## config.mk

```make
export PLATFORM = sky130hd
export DESIGN_NAME = hilo_muldiv_unit
export DESIGN_NICKNAME = d
export VERILOG_FILES = /design/src/rtl/muldiv_pkg.sv /design/src/rtl/muldiv_step.sv /design/src/rtl/hilo_muldiv_unit.sv
export SDC_FILE = /design/constraint.sdc
export NUM_CORES = 1
export LEC_CHECK = 0
export ABC_AREA = 1
export CAP_MARGIN = 25
export CORE_ASPECT_RATIO = 1.4
export CORE_MARGIN = 1.5
export CORE_UTILIZATION = 30
export DETAILED_ROUTE_END_ITERATION = 10
export HOLD_SLACK_MARGIN = 0.06
export RECOVER_POWER = 50
export SETUP_SLACK_MARGIN = 0.2
export SLEW_MARGIN = 20
export SYNTH_ARGS = -nofsm -noshare
export SYNTH_HDL_FRONTEND = slang
export SYNTH_SLANG_ARGS = --single-unit
```

## constraint.sdc

```tcl
create_clock -name clk -period 9.7 [get_ports clk]
set_input_delay 1.455 -clock clk [delete_from_list [all_inputs] [get_ports clk]]
set_output_delay 1.455 -clock clk [all_outputs]
set_load 0.05 [all_outputs]
```

## src/rtl/muldiv_pkg.sv

```systemverilog
// Shared ALU codes and FSM state encoding for the HI/LO multiply/divide engine.
package muldiv_pkg;

  localparam logic [3:0] ALU_MULU = 4'b1100;
  localparam logic [3:0] ALU_DIVU = 4'b1101;
  localparam logic [3:0] ALU_MULT = 4'b1110;
  localparam logic [3:0] ALU_DIV  = 4'b1111;

  typedef enum logic [1:0] {
    IDLE = 2'd0,
    ITER = 2'd1,
    FIX  = 2'd2
  } state_t;

endpackage

```

## src/rtl/muldiv_step.sv

```systemverilog
// One combinational iteration: shift-add multiply step or restoring divide step.
module muldiv_step #(
  parameter int WIDTH = 32
) (
  input  logic [WIDTH-1:0] acc_i,
  input  logic [WIDTH-1:0] q_i,
  input  logic [WIDTH-1:0] opnd_i,
  input  logic             div_i,
  output logic [WIDTH-1:0] acc_o,
  output logic [WIDTH-1:0] q_o
);

  logic [WIDTH:0]   sum;
  logic [WIDTH:0]   shifted;
  logic [WIDTH+1:0] diff;

  always_comb begin
    acc_o   = acc_i;
    q_o     = q_i;
    sum     = q_i[0] ? ({1'b0, acc_i} + {1'b0, opnd_i}) : {1'b0, acc_i};
    shifted = {acc_i, q_i[WIDTH-1]};
    diff    = {1'b0, shifted} - {2'b00, opnd_i};
    if (div_i) begin
      // Borrow out of the trial subtract means the divisor did not fit: restore.
      if (!diff[WIDTH+1]) begin
        acc_o = diff[WIDTH-1:0];
        q_o   = {q_i[WIDTH-2:0], 1'b1};
      end else begin
        acc_o = shifted[WIDTH-1:0];
        q_o   = {q_i[WIDTH-2:0], 1'b0};
      end
    end else begin
      acc_o = sum[WIDTH:1];
      q_o   = {sum[0], q_i[WIDTH-1:1]};
    end
  end

endmodule

```

## src/rtl/hilo_muldiv_unit.sv

```systemverilog
// Iterative HI/LO multiply/divide: WIDTH+2 cycle latency, stall while a read or start meets busy.
// Define MULDIV_EARLY_OUT_EN to let zero operands skip ITER (2-cycle latency).
module hilo_muldiv_unit
  import muldiv_pkg::*;
#(
  parameter int WIDTH = 32
) (
  input  logic             clk,
  input  logic             rst,
  input  logic             start,
  input  logic [3:0]       con,
  input  logic [WIDTH-1:0] a,
  input  logic [WIDTH-1:0] b,
  input  logic             flush,
  input  logic             hiloR,
  input  logic             hiloS,
  output logic [WIDTH-1:0] rdata,
  output logic [WIDTH-1:0] hi,
  output logic [WIDTH-1:0] lo,
  output logic             busy,
  output logic             stall,
  output logic             done,
  output logic             divz
);

  localparam int CW = $clog2(WIDTH) + 1;

  state_t           state_q, state_d;
  logic [CW-1:0]    count_q, count_d;
  logic [WIDTH-1:0] acc_q, acc_d;
  logic [WIDTH-1:0] q_q, q_d;
  logic [WIDTH-1:0] opnd_q, opnd_d;
  logic             div_q, div_d;
  logic             negp_q, negp_d;
  logic             negr_q, negr_d;
  logic             zdiv_q, zdiv_d;
  logic [WIDTH-1:0] hi_q, hi_d;
  logic [WIDTH-1:0] lo_q, lo_d;
  logic             done_q, done_d;
  logic             divz_q, divz_d;

  logic             code_ok, is_div, is_sgn, sa, sb;
  logic [WIDTH-1:0] ma, mb;
  logic [WIDTH-1:0] step_acc, step_q;
  logic [2*WIDTH-1:0] prod, prod_s;
  logic [WIDTH-1:0] quo, rem;

  assign code_ok = (con == ALU_MULU) || (con == ALU_DIVU) || (con == ALU_MULT) || (con == ALU_DIV);
  assign is_div  = (con == ALU_DIVU) || (con == ALU_DIV);
  assign is_sgn  = (con == ALU_MULT) || (con == ALU_DIV);
  assign sa      = is_sgn & a[WIDTH-1];
  assign sb      = is_sgn & b[WIDTH-1];
  assign ma      = sa ? -a : a;
  assign mb      = sb ? -b : b;

  assign prod   = {acc_q, q_q};
  assign prod_s = negp_q ? -prod : prod;
  assign quo    = negp_q ? -q_q : q_q;
  assign rem    = negr_q ? -acc_q : acc_q;

  muldiv_step #(.WIDTH(WIDTH)) u_step (
    .acc_i  (acc_q),
    .q_i    (q_q),
    .opnd_i (opnd_q),
    .div_i  (div_q),
    .acc_o  (step_acc),
    .q_o    (step_q)
  );

  always_comb begin
    state_d = state_q;
    count_d = count_q;
    acc_d   = acc_q;
    q_d     = q_q;
    opnd_d  = opnd_q;
    div_d   = div_q;
    negp_d  = negp_q;
    negr_d  = negr_q;
    zdiv_d  = zdiv_q;
    hi_d    = hi_q;
    lo_d    = lo_q;
    done_d  = 1'b0;
    divz_d  = 1'b0;
    case (state_q)
      IDLE: begin
        if (start && !flush && code_ok) begin
          count_d = '0;
          acc_d   = '0;
          q_d     = is_div ? ma : mb;
          opnd_d  = is_div ? mb : ma;
          div_d   = is_div;
          negp_d  = sa ^ sb;
          negr_d  = sa;
          zdiv_d  = is_div && (b == '0);
          state_d = ITER;
`ifdef MULDIV_EARLY_OUT_EN
          // Preload exactly what WIDTH iterations would have produced.
          if (is_div && (b == '0)) begin
            acc_d   = ma;
            q_d     = '1;
            state_d = FIX;
          end else if (!is_div && ((a == '0) || (b == '0))) begin
            q_d     = '0;
            state_d = FIX;
          end
`endif
        end
      end
      ITER: begin
        if (flush) begin
          state_d = IDLE;
        end else begin
          acc_d   = step_acc;
          q_d     = step_q;
          count_d = count_q + CW'(1);
          if (count_q == CW'(WIDTH - 1)) state_d = FIX;
        end
      end
      FIX: begin
        state_d = IDLE;
        if (!flush) begin
          if (div_q) begin
            hi_d = rem;
            lo_d = zdiv_q ? '1 : quo;
          end else begin
            {hi_d, lo_d} = prod_s;
          end
          done_d = 1'b1;
          divz_d = zdiv_q;
        end
      end
      default: state_d = IDLE;
    endcase
  end

  always_ff @(posedge clk or posedge rst) begin
    if (rst) begin
      state_q <= IDLE;
      count_q <= '0;
      acc_q   <= '0;
      q_q     <= '0;
      opnd_q  <= '0;
      div_q   <= 1'b0;
      negp_q  <= 1'b0;
      negr_q  <= 1'b0;
      zdiv_q  <= 1'b0;
      hi_q    <= '0;
      lo_q    <= '0;
      done_q  <= 1'b0;
      divz_q  <= 1'b0;
    end else begin
      state_q <= state_d;
      count_q <= count_d;
      acc_q   <= acc_d;
      q_q     <= q_d;
      opnd_q  <= opnd_d;
      div_q   <= div_d;
      negp_q  <= negp_d;
      negr_q  <= negr_d;
      zdiv_q  <= zdiv_d;
      hi_q    <= hi_d;
      lo_q    <= lo_d;
      done_q  <= done_d;
      divz_q  <= divz_d;
    end
  end

  assign busy  = (state_q != IDLE);
  assign stall = busy & (hiloR | start);
  assign rdata = hiloS ? lo_q : hi_q;
  assign hi    = hi_q;
  assign lo    = lo_q;
  assign done  = done_q;
  assign divz  = divz_q;

endmodule
```

; ---- Word level (Yosys, flattened, before mapping)
; Cells that the tools add are included.
[op_classes]
reduce_logical = 17
n_bitwise = 6
n_mux = 33
add_sub_neg = 8
eq_ne = 10
[ops]
columns = op, n
row1 = 32-bit two-way mux, 17
row2 = 32-bit negation, 4
row3 = 32-bit one-hot mux with 2 select lines, 2
row4 = 64-bit two-way mux, 1
row5 = 64-bit negation, 1
row6 = 33-bit by 32-bit subtractor with 34-bit output, 1
row7 = 32-bit by 32-bit adder with 33-bit output, 1
row8 = 33-bit two-way mux, 1
row9 = 32-bit logical NOT, 1
row10 = 4-bit equality test (second input constant), 4
row11 = 6-bit two-way mux, 2
row12 = 6-bit one-hot mux with 2 select lines, 1
row13 = 6-bit by 1-bit adder with 6-bit output (second input constant), 1
row14 = 6-bit by 5-bit equality test with 1-bit output (second input constant), 1
row15 = 2-bit two-way mux, 3
row16 = 2-bit AND reduction, 3
row17 = 1-bit logical OR, 5
row18 = 1-bit two-way mux, 5
row19 = 2-bit inequality test (second input constant), 2
row20 = 2-bit one-hot mux with 2 select lines, 1
row21 = 2-bit nonzero test, 2
row22 = 1-bit AND, 3
row23 = 1-bit logical AND, 3
row24 = 3-bit inequality test (second input constant), 1
row25 = 8 further kinds, 8
[word_totals]
input_bits = 74
output_inout_bits = 100
register_bits = 174

; ---- Longest topological paths before layout
; Gate-level depths: netlist (run 1).
[depth]
word_depth = 7
ltp_mapped = 18
ltp_nobuf = 17

; ---- Hierarchy
; Synthesis (run 1) repeated with hierarchy kept, for this count alone.
[hier_totals]
cells_unflattened = 3255
hier_area_um2 = 18706.7
[by_module_without_submodules]
columns = module, n_inst, area_per_inst_um2, seq_area_each_um2, cells_each
row1 = hilo_muldiv_unit, 1, 12185.4, 4354.2, 1872
row2 = muldiv_step, 1, 6521.3, 0.0, 1383

; ---- Least setup slack after synthesis (run 1)
; OpenSTA, ideal clock, no wires.
[synth_timing]
path_kind = input port to output port
start = input port hiloS
end = output port rdata[10]
stages = 3
n_path_buf = 2
setup_slack_ns = 5.341
arrival_time_ns = 2.904
path_cell_list = clkbuf_1 -> clkbuf_1 -> o21ai_0
[synth_via]
elab_chain_cells = 1
[synth_lines]
columns = element, line
row1 = from (decl), hilo_muldiv_unit.sv:16  ; input logic hiloS,
row2 = 32-bit two-way mux, hilo_muldiv_unit.sv:170  ; assign rdata = hiloS ? lo_q : hi_q;
row3 = to (decl), hilo_muldiv_unit.sv:17  ; output logic [WIDTH-1:0] rdata,
; Every way passes these cells.

; ---- Final worst setup path (run 1)
[layout_timing]
start = input port flush
end = register lo_q[3] (netlist: lo[3])
[layout_via]
elab_chain_cells = 2
[layout_lines]
columns = element, line
row1 = from (decl), hilo_muldiv_unit.sv:14  ; input logic flush,
row2 = 1-bit NOT (no source line), -
row3 = 2-bit AND reduction (no source line), -
row4 = to (signal assigned), hilo_muldiv_unit.sv:162  ; lo_q <= lo_d;
row5 = to (decl), hilo_muldiv_unit.sv:38  ; logic [WIDTH-1:0] lo_q, lo_d;
; Every way passes these cells.
; A chain may end at the register's enable or synchronous reset.

==> results of run 1 <==
==> layer usage <==
metal  up-vias  wire length (um)
met5         -                13
met4         2              5331
met3       203              4053
met2       786             38990
met1      9358             30020
li1      10090                 -
==> worst max-delay path, stage by stage <==
cell and delay, ns:
sky130_fd_sc_hd__dlygate4sd3_1 0.69, sky130_fd_sc_hd__nor3_4 0.20, sky130_fd_sc_hd__clkbuf_1 2.34, sky130_fd_sc_hd__nand2_1 0.90
sky130_fd_sc_hd__inv_1 0.86, sky130_fd_sc_hd__a32oi_1 0.19
==> synthesized netlist by cell type, types with 3 or more instances <==
master / number
sky130_fd_sc_hd__xor2_1: 59
sky130_fd_sc_hd__nand3_1: 306
sky130_fd_sc_hd__clkbuf_1: 72
sky130_fd_sc_hd__o21ai_1: 9
sky130_fd_sc_hd__inv_2: 13
sky130_fd_sc_hd__a31oi_1: 12
sky130_fd_sc_hd__nor2_1: 320
sky130_fd_sc_hd__nand2_2: 9
sky130_fd_sc_hd__nor3b_1: 3
sky130_fd_sc_hd__nand3b_1: 18
sky130_fd_sc_hd__ha_1: 69
sky130_fd_sc_hd__o221ai_1: 13
sky130_fd_sc_hd__o21ai_0: 142
sky130_fd_sc_hd__a22oi_1: 18
sky130_fd_sc_hd__inv_1: 436
sky130_fd_sc_hd__or2_2: 11
sky130_fd_sc_hd__buf_6: 4
sky130_fd_sc_hd__a21oi_1: 165
sky130_fd_sc_hd__o211ai_1: 27
sky130_fd_sc_hd__mux2_2: 12
sky130_fd_sc_hd__nand4_1: 39
sky130_fd_sc_hd__xnor2_1: 18
sky130_fd_sc_hd__nand2_1: 970
sky130_fd_sc_hd__o22ai_1: 8
sky130_fd_sc_hd__nor3_1: 35
sky130_fd_sc_hd__buf_2: 15
sky130_fd_sc_hd__a2bb2oi_1: 19
sky130_fd_sc_hd__o211ai_2: 3
sky130_fd_sc_hd__o21bai_1: 9
sky130_fd_sc_hd__nor2_2: 7
sky130_fd_sc_hd__buf_1: 6
sky130_fd_sc_hd__and2_1: 5
sky130_fd_sc_hd__clkinv_1: 3
sky130_fd_sc_hd__dfrtp_1: 174
==> sequential cells by signal (all words and copies together) (netlist names) <==
| name | flops |
|---|---|
| q_q | 32 |
| opnd_q | 32 |
| lo | 32 |
| hi | 32 |
| state_q | 2 |
| negr_q | 1 |
| zdiv_q | 1 |
| count_q | 6 |
| divz | 1 |
| acc_q | 32 |
| negp_q | 1 |
| done | 1 |
| div_q | 1 |
==> worst paths after layout <==
path                            cells after the start        from     end  slack, ns
worst max-delay path                                6       flush   lo[3]       3.32
worst min-delay path                                2      hi[26]  hi[26]       0.51
worst max register to register                      5  state_q[0]   lo[3]       4.59
worst min register to register                      2      hi[26]  hi[26]       0.51
max in group asynchronous                           3         rst  lo[18]       3.48
min in group asynchronous                           2         rst   hi[9]       2.48
==> through the flow <==
step,worst slack [ns],hold slack [ns],instances
6_report,3.321,0.5124,3944
5_1_grt,2.467,0.5391,3944
4_1_cts,4.840,0.5215,3943
3_5_place_dp,4.839,0.5007,3911
3_3_place_gp,4.850,0.5003,3911
2_1_floorplan,3.528,0.4683,3058
==> cells by family after synthesis <==
logic type	Yosys count	synth area share, %
multiplexers	12	0.7498
buffers and inverters	550	11.74
AO/OA/AOI/OAI	438	14.15
adder cells (fa/ha/maj)	71	5.013
XOR/XNOR	77	3.742
flip-flops	174	24.16
AND/OR/NAND/NOR	1736	40.44
==> cell usage in the layout, fill, tap and decap left out, types with 12 or more instances in the layout <==
| cell | count |
|---|---|
| sky130_fd_sc_hd__a21oi_1 | 165 |
| sky130_fd_sc_hd__a22oi_1 | 18 |
| sky130_fd_sc_hd__a2bb2oi_1 | 19 |
| sky130_fd_sc_hd__a31oi_1 | 12 |
| sky130_fd_sc_hd__buf_4 | 18 |
| sky130_fd_sc_hd__clkbuf_16 | 17 |
| sky130_fd_sc_hd__clkdlybuf4s50_1 | 142 |
| sky130_fd_sc_hd__dfrtp_1 | 173 |
| sky130_fd_sc_hd__dlygate4sd3_1 | 31 |
| sky130_fd_sc_hd__ha_1 | 69 |
| sky130_fd_sc_hd__inv_1 | 438 |
| sky130_fd_sc_hd__mux2_2 | 12 |
| sky130_fd_sc_hd__nand2_1 | 971 |
| sky130_fd_sc_hd__nand3_1 | 306 |
| sky130_fd_sc_hd__nand3b_1 | 18 |
| sky130_fd_sc_hd__nand4_1 | 39 |
| sky130_fd_sc_hd__nor2_1 | 320 |
| sky130_fd_sc_hd__nor3_1 | 35 |
| sky130_fd_sc_hd__o211ai_1 | 27 |
| sky130_fd_sc_hd__o21ai_0 | 143 |
| sky130_fd_sc_hd__o221ai_1 | 13 |
| sky130_fd_sc_hd__xnor2_1 | 18 |
| sky130_fd_sc_hd__xor2_1 | 59 |
==> power by group <==
group,switching (mW),internal (mW),total (mW)
clock,0.380,0.377,0.757
sequential,0.373,0.869,1.24
combinational,2.30,1.05,3.35
==> area by class of cell <==
type | instances | area share [%]
Multi-Input combinational cell | 2334 | 54.82
Clock inverter | 15 | 1.015
Timing Repair Buffer | 195 | 8.924
Inverter | 453 | 8.082
Sequential cell | 174 | 20.66
Tap cell | 756 | 4.486
Clock buffer | 17 | 2.017
==> results.md, run 1 <==
- Post-route fraction of the period consumed by the critical path: 65.76%
- Routed wire per std cell: 19.88 um
- Ranking of synthesized cells by area: sky130_fd_sc_hd__dfrtp_1 24%, sky130_fd_sc_hd__nand2_1 20%, sky130_fd_sc_hd__inv_1 9.1%, sky130_fd_sc_hd__nand3_1 8.5%, sky130_fd_sc_hd__nor2_1 6.7%
- Crit path capture type: flip-flop
- Warnings, synthesis: 0
- Area share of the largest cell type after synthesis: 24.16%
- Number of vias per cell after detailed routing: 5.183
- Syn_nets: 3203
- Via count of the first global-routing pass: 19190
- Crit-path max FO: 72
- Portion of the post-synthesis area used by sequential elements: 24.16%
- Number of hold buffers added after cts: 0
- Post-detail-place hpwl: 62900 um
- Worst-case clock skew: 0.01628 ns
- Number of register bits inferred by synthesis: 174
- Maximum number of pins on one net before global-route repair: 73
- Clock Latency Late Sink: 0.47 ns
- Area of all sequential standard cells: 4355 sq um
- Total wirelength of the detailed-routed design: 78410 um
- Violations in the final reports: capacitance limit, slew limit
- Final Max Tran Viols: 202
- Main flop type after synthesis: sky130_fd_sc_hd__dfrtp_1
- Final core occ: 35.41%
- Post-route setup TNS: 0 ns
- Buffers inserted during post-CTS setup optimization: 0
- Number of DRC markers after the initial detailed-route iteration: 1723
- Post-synth EDFFs: 0
- CP Data Arrival Time: 6.70 ns
- Count of unique library cells instantiated by Yosys: 56
- Met3 Usage GRT: 2.971%
- Count of nets after finishing: 3320
- Power Density: 253.5 nW/um^2
- Clock tree root buffer cell: sky130_fd_sc_hd__clkbuf_16
- Placer Congestion: 0.9973
- Chip Height: 293.0 um
- Status: finished, violations left
- Worst-case headroom to the max-slew limit: -132.9%
- IO Count: 174
- Synth Cell Area: 18020 sq um
- LEAKAGE: 10.50 nW
- H-tree lvl count: 4
- Global route total overflow: 0
- Worst Path Required: 10.02 ns
- Met1 routing resource usage after global routing: 28.38%
- Die Area: 61570 sq um
- First-pass GRT wire length: 116300 um
- Starting utilization of the core area: 30.26%
- Number of clock sinks seen by CTS: 174
- Layer with the highest usage after global routing: met2
- Synth Instances: 3058
- ANT cells: 0
- Finished Cell Area: 21090 sq um
- Met2 usage in global routing: 44.61%
- Maxcap violations: 3
- Worst Path Class, Setup: input port to flip-flop
- Area growth from synthesis to final layout: 17.01%
- Num rows: 106
- All-layer global routing usage: 25.13%
- Placeable core region: 59550 sq um
- Iteration count of the initial detailed-routing pass: 6
- Peak supply drop: 0.1514 mV
- Post-route ant nets: 0
- Post-DP Area: 20460 sq um
- Launching element type of the critical path: input port
- Total Power: 5.346 mW
- Area leader, netlist: sky130_fd_sc_hd__dfrtp_1
- Mapped Avg Cell Area: 5.893 sq um
- Worst hold path class: flip-flop to flip-flop
- Port-buffer cells: 173
- Proportion of register bits with asynchronous set or reset after synthesis: 100.0%
- Clock slew at the register clock pins of the worst setup and hold paths: 0.08 ns
- TritonCTS clock tree: done
- DRC errors left: 0
- Fraction of layout cells with a size suffix above 1: 3.576%
- Total of cells resized after clock tree synthesis: 0
- Footprint of the multi-input gates: 11560 sq um
- Endpoints failing hold: 0
- Number of vias after detailed routing: 20440
- Final worst path period need: 6.379 ns
- Unrepaired setup endpoints after global routing: false
- Fill cell total of the finished layout: 6638
- Slew of the pin with the lowest slew margin: 3.474 ns
- Number of CTS-inserted buffers: 17
- Max frequency: 0.1568 GHz
- Buffer levels on the longest clock path: 2
- Die Span X: 210.1 um
- Initial antenna violation count: 2
- Setup violations, final: 0
Power figures use the tool's default switching activity.
==> run 2, diff against run 1 <==
clock period = 5.2 ns   (was 9.7 ns; I/O delays follow)
==> run 2 against run 1 <==
Total power is 86% higher; the run still ends with capacitance limit, slew limit left; wire length is 1.2% lower; worst setup slack worse by 2.1 ns; non-clock buffer count is 4 higher; combinational power is 87% higher; clock skew is 0.0032 ns lower; clock power is 85% higher.
==> results.md, run 2 (synthesized netlist as in run 1, its figures left out) <==
- Worst hold path class: flip-flop to flip-flop
- CP Depth: 10 (+4)
- Total of cells resized after clock tree synthesis: 0 (unchanged)
- Status: finished, violations left
- Top library cells by usage in the layout, fill and taps aside: 970 x sky130_fd_sc_hd__nand2_1, 437 x sky130_fd_sc_hd__inv_1, 321 x sky130_fd_sc_hd__nor2_1
- Number of hold buffers added after cts: 0 (unchanged)
- Worst hold stages: 2 (unchanged)
- Slew of the pin with the lowest slew margin: 1.703 ns (-1.771 ns)
- Final worst path period need: 3.957 ns
- Crit-path max FO: 36 (-50%)
- Maximum number of pins on one net before global-route repair: 108 (+48%)
- All-layer global routing usage: 25.15% (about the same)
- Worst-case headroom to the max-slew limit: -13.56% (+120 points)
- Post-route ant nets: 0 (unchanged)
- Cell count after placement: 3915 (+0.10%)
- Cell class contributing the biggest share of worst-path delay: buffers and inverters
- Worst-case clock skew: 0.01305 ns (-0.003228 ns)
- Iteration count of the initial detailed-routing pass: 5 (-1)
- First-pass GRT wire length: 116900 um (+0.52%)
- Post-route fraction of the period consumed by the critical path: 76.10%
- Starting utilization of the core area: 30.26% (unchanged)
- Clock tree root buffer cell: sky130_fd_sc_hd__clkbuf_16
- Most common cell after layout, fill and taps aside: sky130_fd_sc_hd__nand2_1
- Buffers & Inverters on Critical Path: 5 (+2)
- Via count of the first global-routing pass: 19520 (+1.7%)
- Cell depth of the worst flop-to-flop path: 9 (+4)
- Num rows: 106 (unchanged)
- Buffer levels on the longest clock path: 2 (unchanged)
- Die Area: 61570 sq um (unchanged)
- Worst Path Class, Setup: input port to flip-flop
- CP Data Arrival Time: 4.34 ns (-2.36 ns)
- Unrepaired setup endpoints after global routing: false
- Placer Congestion: 0.9748 (-2.3%)
- Slowest cell on the critical path: sky130_fd_sc_hd__clkbuf_1
- Met3 WL: 4031 um (-0.54%)
- Top layer used by detailed routing: met5
- Final Max Tran Viols: 97 (-52%)
- Peak supply drop: 0.2855 mV (+89%)
- Crit path capture type: flip-flop
- Metal-1 WL: 30130 um (+0.37%)
- Worst Path Required: 5.58 ns (-4.44 ns)
- Placeable core region: 59550 sq um (unchanged)
- Chip Height: 293.0 um (unchanged)
- IO Count: 174 (unchanged)
- Setup violations, final: 0 (unchanged)
- Die Span X: 210.1 um (unchanged)
- Fill cell total of the finished layout: 6597 (-0.62%)
- Global route total overflow: 0 (unchanged)
- Initial antenna violation count: 1 (-1)
- Power Density: 469.5 nW/um^2 (+85%)
- Total wirelength of the detailed-routed design: 77500 um (-1.2%)
- Clock slew at the register clock pins of the worst setup and hold paths: 0.08 ns (about the same)
- LEAKAGE: 10.54 nW (+0.37%)
- Number of CTS-inserted buffers: 17 (unchanged)
- Number of DRC markers after the initial detailed-route iteration: 1758 (+2.0%)
- Buffers inserted during post-CTS setup optimization: 0 (unchanged)
- Violations in the final reports: capacitance limit, slew limit
- Non-filler cells in the finished layout: 3948 (+0.10%)
- Area growth from synthesis to final layout: 17.30%
- TritonCTS clock tree: done
- Number of vias after detailed routing: 20340 (-0.48%)
- Fraction of layout cells with a size suffix above 1: 3.791% (+0.21 points)
- List of cells traversed by the critical path: clkdlybuf4s50_1, nand2_1, inv_2, nand2_1, clkbuf_1, inv_1, buf_4, nand3_1, nand3_1, a22oi_1
- Launching element type of the critical path: input port
- Post-route setup TNS: 0 ns (unchanged)
- Count of nets after finishing: 3324 (+0.12%)
- H-tree lvl count: 4 (unchanged)
- Port-buffer cells: 173 (unchanged)
- Met2 layer wire length in the routed design: 37870 um (-2.9%)
- Clock Latency Late Sink: 0.47 ns (about the same)
- Number of vias per cell after detailed routing: 5.153 (-0.58%)
- Max frequency: 0.2527 GHz
- Endpoints failing hold: 0 (unchanged)
- DRC errors left: 0 (unchanged)
- Routed wire per std cell: 19.63 um (-1.3%)
- Number of clock sinks seen by CTS: 174 (unchanged)
- Largest incremental delay on the critical path: 1.22 ns (-1.12 ns)
- Maxcap violations: 2 (-1)
- ANT cells: 0 (unchanged)
- Post-detail-place hpwl: 62840 um (-0.10%)
run 2: changes by cell type in the layout (fill, tap and decap cells not counted), sizes merged:
cell           delta
clkinv            -3
dlygate4sd3       +2
clkdlybuf4s50     -2
buf               +6
clkbuf            -2
inv               +3
run 2: per-stage QoR:
stage                     hold slack, ns  util [%]  setup WS [ns]  power, mW  cell area [sq um]
after floorplan                   0.4683         -          2.191      6.430              18020
after global placement            0.5043     34.43          1.675      8.433              20500
after detailed placement          0.4953     34.43          1.654      8.450              20500
after CTS                         0.5158     35.49          1.687      9.864              21130
after global routing              0.5524     35.50          1.001      10.73              21140
final                             0.5112     35.50          1.243      9.924              21140
run 2: area by class of cell:
cell class / count / area (sq um) / share of cell area, %
clock buffer: 17 / 425.4 / 2.013
clock inverter: 15 / 205.2 / 0.9708
inverter: 453 / 1704 / 8.062
multi-input combinational: 2334 / 11550 / 54.63
sequential: 174 / 4355 / 20.60
tap: 756 / 945.9 / 4.475
timing repair buffer: 199 / 1953 / 9.240
run 2: where the power goes:
group          switching (mW)  internal (mW)
clock network           0.701          0.703
registers               0.647           1.62
logic                    4.28           1.97
total                    5.63           4.29
run 2: worst reg2reg max path, cell delays in order, from the launching register on:
cell and delay, ns:
sky130_fd_sc_hd__dfrtp_1 0.41, sky130_fd_sc_hd__nor2_1 0.37, sky130_fd_sc_hd__nand2_2 0.32, sky130_fd_sc_hd__inv_1 0.97, sky130_fd_sc_hd__nor2_4 0.03, sky130_fd_sc_hd__buf_4 0.38
sky130_fd_sc_hd__nor4_2 0.27, sky130_fd_sc_hd__nand2_1 0.11, sky130_fd_sc_hd__o21ai_0 0.18, sky130_fd_sc_hd__a21oi_1 0.06
run 2: worst paths after layout:
path	startpoint	end	slack (ns)
hold reg to reg	hi[13]	hi[13]	0.51
hold / removal	hi[13]	hi[13]	0.51
setup / recovery	con[3]	q_q[27]	1.24
setup reg to reg	state_q[0]	count_q[5]	2.00
max in group asynchronous	rst	state_q[1]	2.47
min in group asynchronous	rst	hi[9]	0.76
run 2: routing by layer:
layer | up-vias | track usage, %
li1 | 10080 | -
met1 | 9289 | 28.51
met2 | 758 | 44.36
met3 | 211 | 2.854
met4 | 2 | 16.60
met5 | - | 0
==> run 3, diff against run 2 <==
clock period = 3.58 ns   (was 5.2 ns; I/O delays follow)
==> run 3 against run 2 <==
The flow finishes with violations (capacitance limit); clock-buffer cell count stayed put; flip-flop and latch count stayed put; clock power is 45% higher; design area is 2.3% higher; die area stayed put; final cell count is 0.71% higher; via count is 0.92% higher; clock skew is 0.0038 ns higher; hold slack better by 0.027 ns; global-route usage is 0.73 points higher; largest power group unchanged.
==> results.md, run 3 (synthesized netlist as in run 1, its figures left out) <==
- Status: finished, violations left
- Violations in the final reports: capacitance limit
- Initial antenna violation count: 1 (unchanged)
- Cell depth of the worst flop-to-flop path: 10 (+1)
- Critical path destination: q_q[31]
- Sw frac: 56.63% (-0.12 points)
- Worst-case headroom to the max-slew limit: 0.5479% (+14 points)
- Setup violations, final: 0 (unchanged)
- ANT cells: 0 (unchanged)
- Final Max Tran Viols: 0 (-100%)
- Finished Cell Area: 21630 sq um (+2.3%)
- Endpoints failing hold: 0 (unchanged)
- Number of DRC markers after the initial detailed-route iteration: 1709 (-2.8%)
- CP Launch Point: con[2]
- Total wirelength of the detailed-routed design: 80690 um (+4.1%)
- Top library cells by usage in the layout, fill and taps aside: 971 x sky130_fd_sc_hd__nand2_1, 439 x sky130_fd_sc_hd__inv_1, 320 x sky130_fd_sc_hd__nor2_1
- Maximum number of pins on one net before global-route repair: 71 (-34%)
- Register-to-register setup slack: 0.75 ns (-1.25 ns)
- Fin Hold WS: 0.5383 ns (+0.02708 ns)
- Most common cell after layout, fill and taps aside: sky130_fd_sc_hd__nand2_1
- Worst hold path class: flip-flop to flip-flop
- Post-route ant nets: 0 (unchanged)
- Area growth from synthesis to final layout: 20.04%
- Number of vias per cell after detailed routing: 5.164 (+0.21%)
- Die Area: 61570 sq um (unchanged)
- Placeable core region: 59550 sq um (unchanged)
- Cell count after placement: 3944 (+0.74%)
- Post-detail-place hpwl: 65820 um (+4.7%)
- Launching element type of the critical path: input port
- Post-route setup TNS: 0 ns (unchanged)
- Total of cells resized after clock tree synthesis: 0 (unchanged)
- Maxcap violations: 1 (-1)
- Via count of the first global-routing pass: 19570 (+0.27%)
- Fraction of layout cells with a size suffix above 1: 5.497% (+1.7 points)
- Worst Path Class, Setup: input port to flip-flop
- Fill cell total of the finished layout: 6584 (-0.20%)
- H-tree lvl count: 4 (unchanged)
- Clock share of power: 13.8% (-0.4 points)
- Buffers inserted during post-CTS setup optimization: 0 (unchanged)
- Peak supply drop: 0.3867 mV (+35%)
- Worst Path Required: 3.98 ns (-1.60 ns)
- TritonCTS clock tree: done
- Worst-case clock skew: 0.01682 ns (+0.003773 ns)
- Non-filler cells in the finished layout: 3976 (+0.71%)
- Power Density: 683.7 nW/um^2 (+46%)
- Final worst path period need: 2.990 ns
- Buffer levels on the longest clock path: 2 (unchanged)
- Clock Latency Late Sink: 0.48 ns (about the same)
- Number of hold buffers added after cts: 0 (unchanged)
- Fraction of power consumed by combinational cells: 65.4% (+2.4 points)
- Port-buffer cells: 173 (unchanged)
- Worst setup slack after placement: 0.4491 ns (-1.205 ns)
- Crit path capture type: flip-flop
- Routed wire per std cell: 20.30 um (+3.4%)
- Number of clock sinks seen by CTS: 174 (unchanged)
- Global route total overflow: 0 (unchanged)
- Iteration count of the initial detailed-routing pass: 5 (unchanged)
- Internal Power: 6.414 mW (+49%)
- Sequential share of power: 20.8% (-2.1 points)
- Final worst-path setup slack: 0.5900 ns (-0.6527 ns)
- Crit-path max FO: 34 (-5.6%)
- Number of vias after detailed routing: 20530 (+0.92%)
- Chip Height: 293.0 um (unchanged)
- First-pass GRT wire length: 119300 um (+2.0%)
- Clock tree root buffer cell: sky130_fd_sc_hd__clkbuf_16
- Starting utilization of the core area: 30.26% (unchanged)
- Placer Congestion: 1.003 (+2.9%)
- Number of CTS-inserted buffers: 17 (unchanged)
- All-layer global routing usage: 25.88% (+0.73 points)
- Clock slew at the register clock pins of the worst setup and hold paths: 0.08 ns (about the same)
- Num rows: 106 (unchanged)
- Post-route fraction of the period consumed by the critical path: 83.52%
- Beginning of the worst register-to-register path: acc_q[24]
- Die Span X: 210.1 um (unchanged)
- DRC errors left: 0 (unchanged)
- Net switching power figure: 8.375 mW (+49%)
- Max frequency: 0.3345 GHz
- R2R Path End: acc_q[11]
- Post-DP Area: 21050 sq um (+2.7%)
- CP Data Arrival Time: 3.39 ns (-0.95 ns)
- Unrepaired setup endpoints after global routing: false
- Count of nets after finishing: 3352 (+0.84%)
- IO Count: 174 (unchanged)
- Slew of the pin with the lowest slew margin: 1.484 ns (-0.2198 ns)
- LEAKAGE: 10.82 nW (+2.6%)
## run 3: per-stage QoR
step           util [%]  total power [mW]
2_1_floorplan         -             9.339
3_3_place_gp      35.35             12.61
3_5_place_dp      35.35             12.62
4_1_cts           36.41             14.66
5_1_grt           36.33             15.89
6_report          36.33             14.79
## run 3: layout make-up
cell class	instances	area [sq um]	area share, %
multi-input cells	2334	11560	53.44
well taps	756	945.9	4.373
clock buffers	17	425.4	1.967
clock inverters	15	201.4	0.9312
flip-flops and latches	174	4355	20.13
inverters	453	1704	7.878
repair buffers	227	2440	11.28
## run 3: layer usage
layer  wire length [um]  GRT usage [%]
met5                 13              0
met4               5971          17.20
met3               3814          3.003
met2              40290          46.38
met1              30600          28.65
## run 3: critical path, cell delays in order
cell and delay, ns:
sky130_fd_sc_hd__dlygate4sd3_1 0.53, sky130_fd_sc_hd__nand2_1 0.06, sky130_fd_sc_hd__inv_1 0.13, sky130_fd_sc_hd__nand2_1 0.09, sky130_fd_sc_hd__nor2_1 0.04, sky130_fd_sc_hd__nand2_1 0.59, sky130_fd_sc_hd__inv_1 0.20, sky130_fd_sc_hd__nor2_4 0.14
sky130_fd_sc_hd__buf_4 0.35, sky130_fd_sc_hd__buf_4 0.42, sky130_fd_sc_hd__nor2_1 0.10, sky130_fd_sc_hd__a22oi_1 0.16
## run 3: worst min path at each step
stage / end / cells after the start / slack, ns / startpoint
finish: count_q[0] / 1 / 0.54 / count_q[0]
global route: hi[29] / 2 / 0.56 / hi[29]
CTS: hi[28] / 2 / 0.54 / hi[28]
detailed placement: hi[28] / 2 / 0.52 / hi[28]
global placement: count_q[5] / 2 / 0.52 / count_q[5]
floorplan: zdiv_q / 2 / 0.47 / zdiv_q
## run 3: power groups by stage
stage	sequential, mW	clock [mW]	combinational [mW]
final	3.08	2.03	9.67
after global routing	3.10	2.13	10.7
after CTS	3.05	2.06	9.55
after detailed placement	3.10	0	9.52
after global placement	3.09	0	9.53
after floorplan	2.96	0	6.38
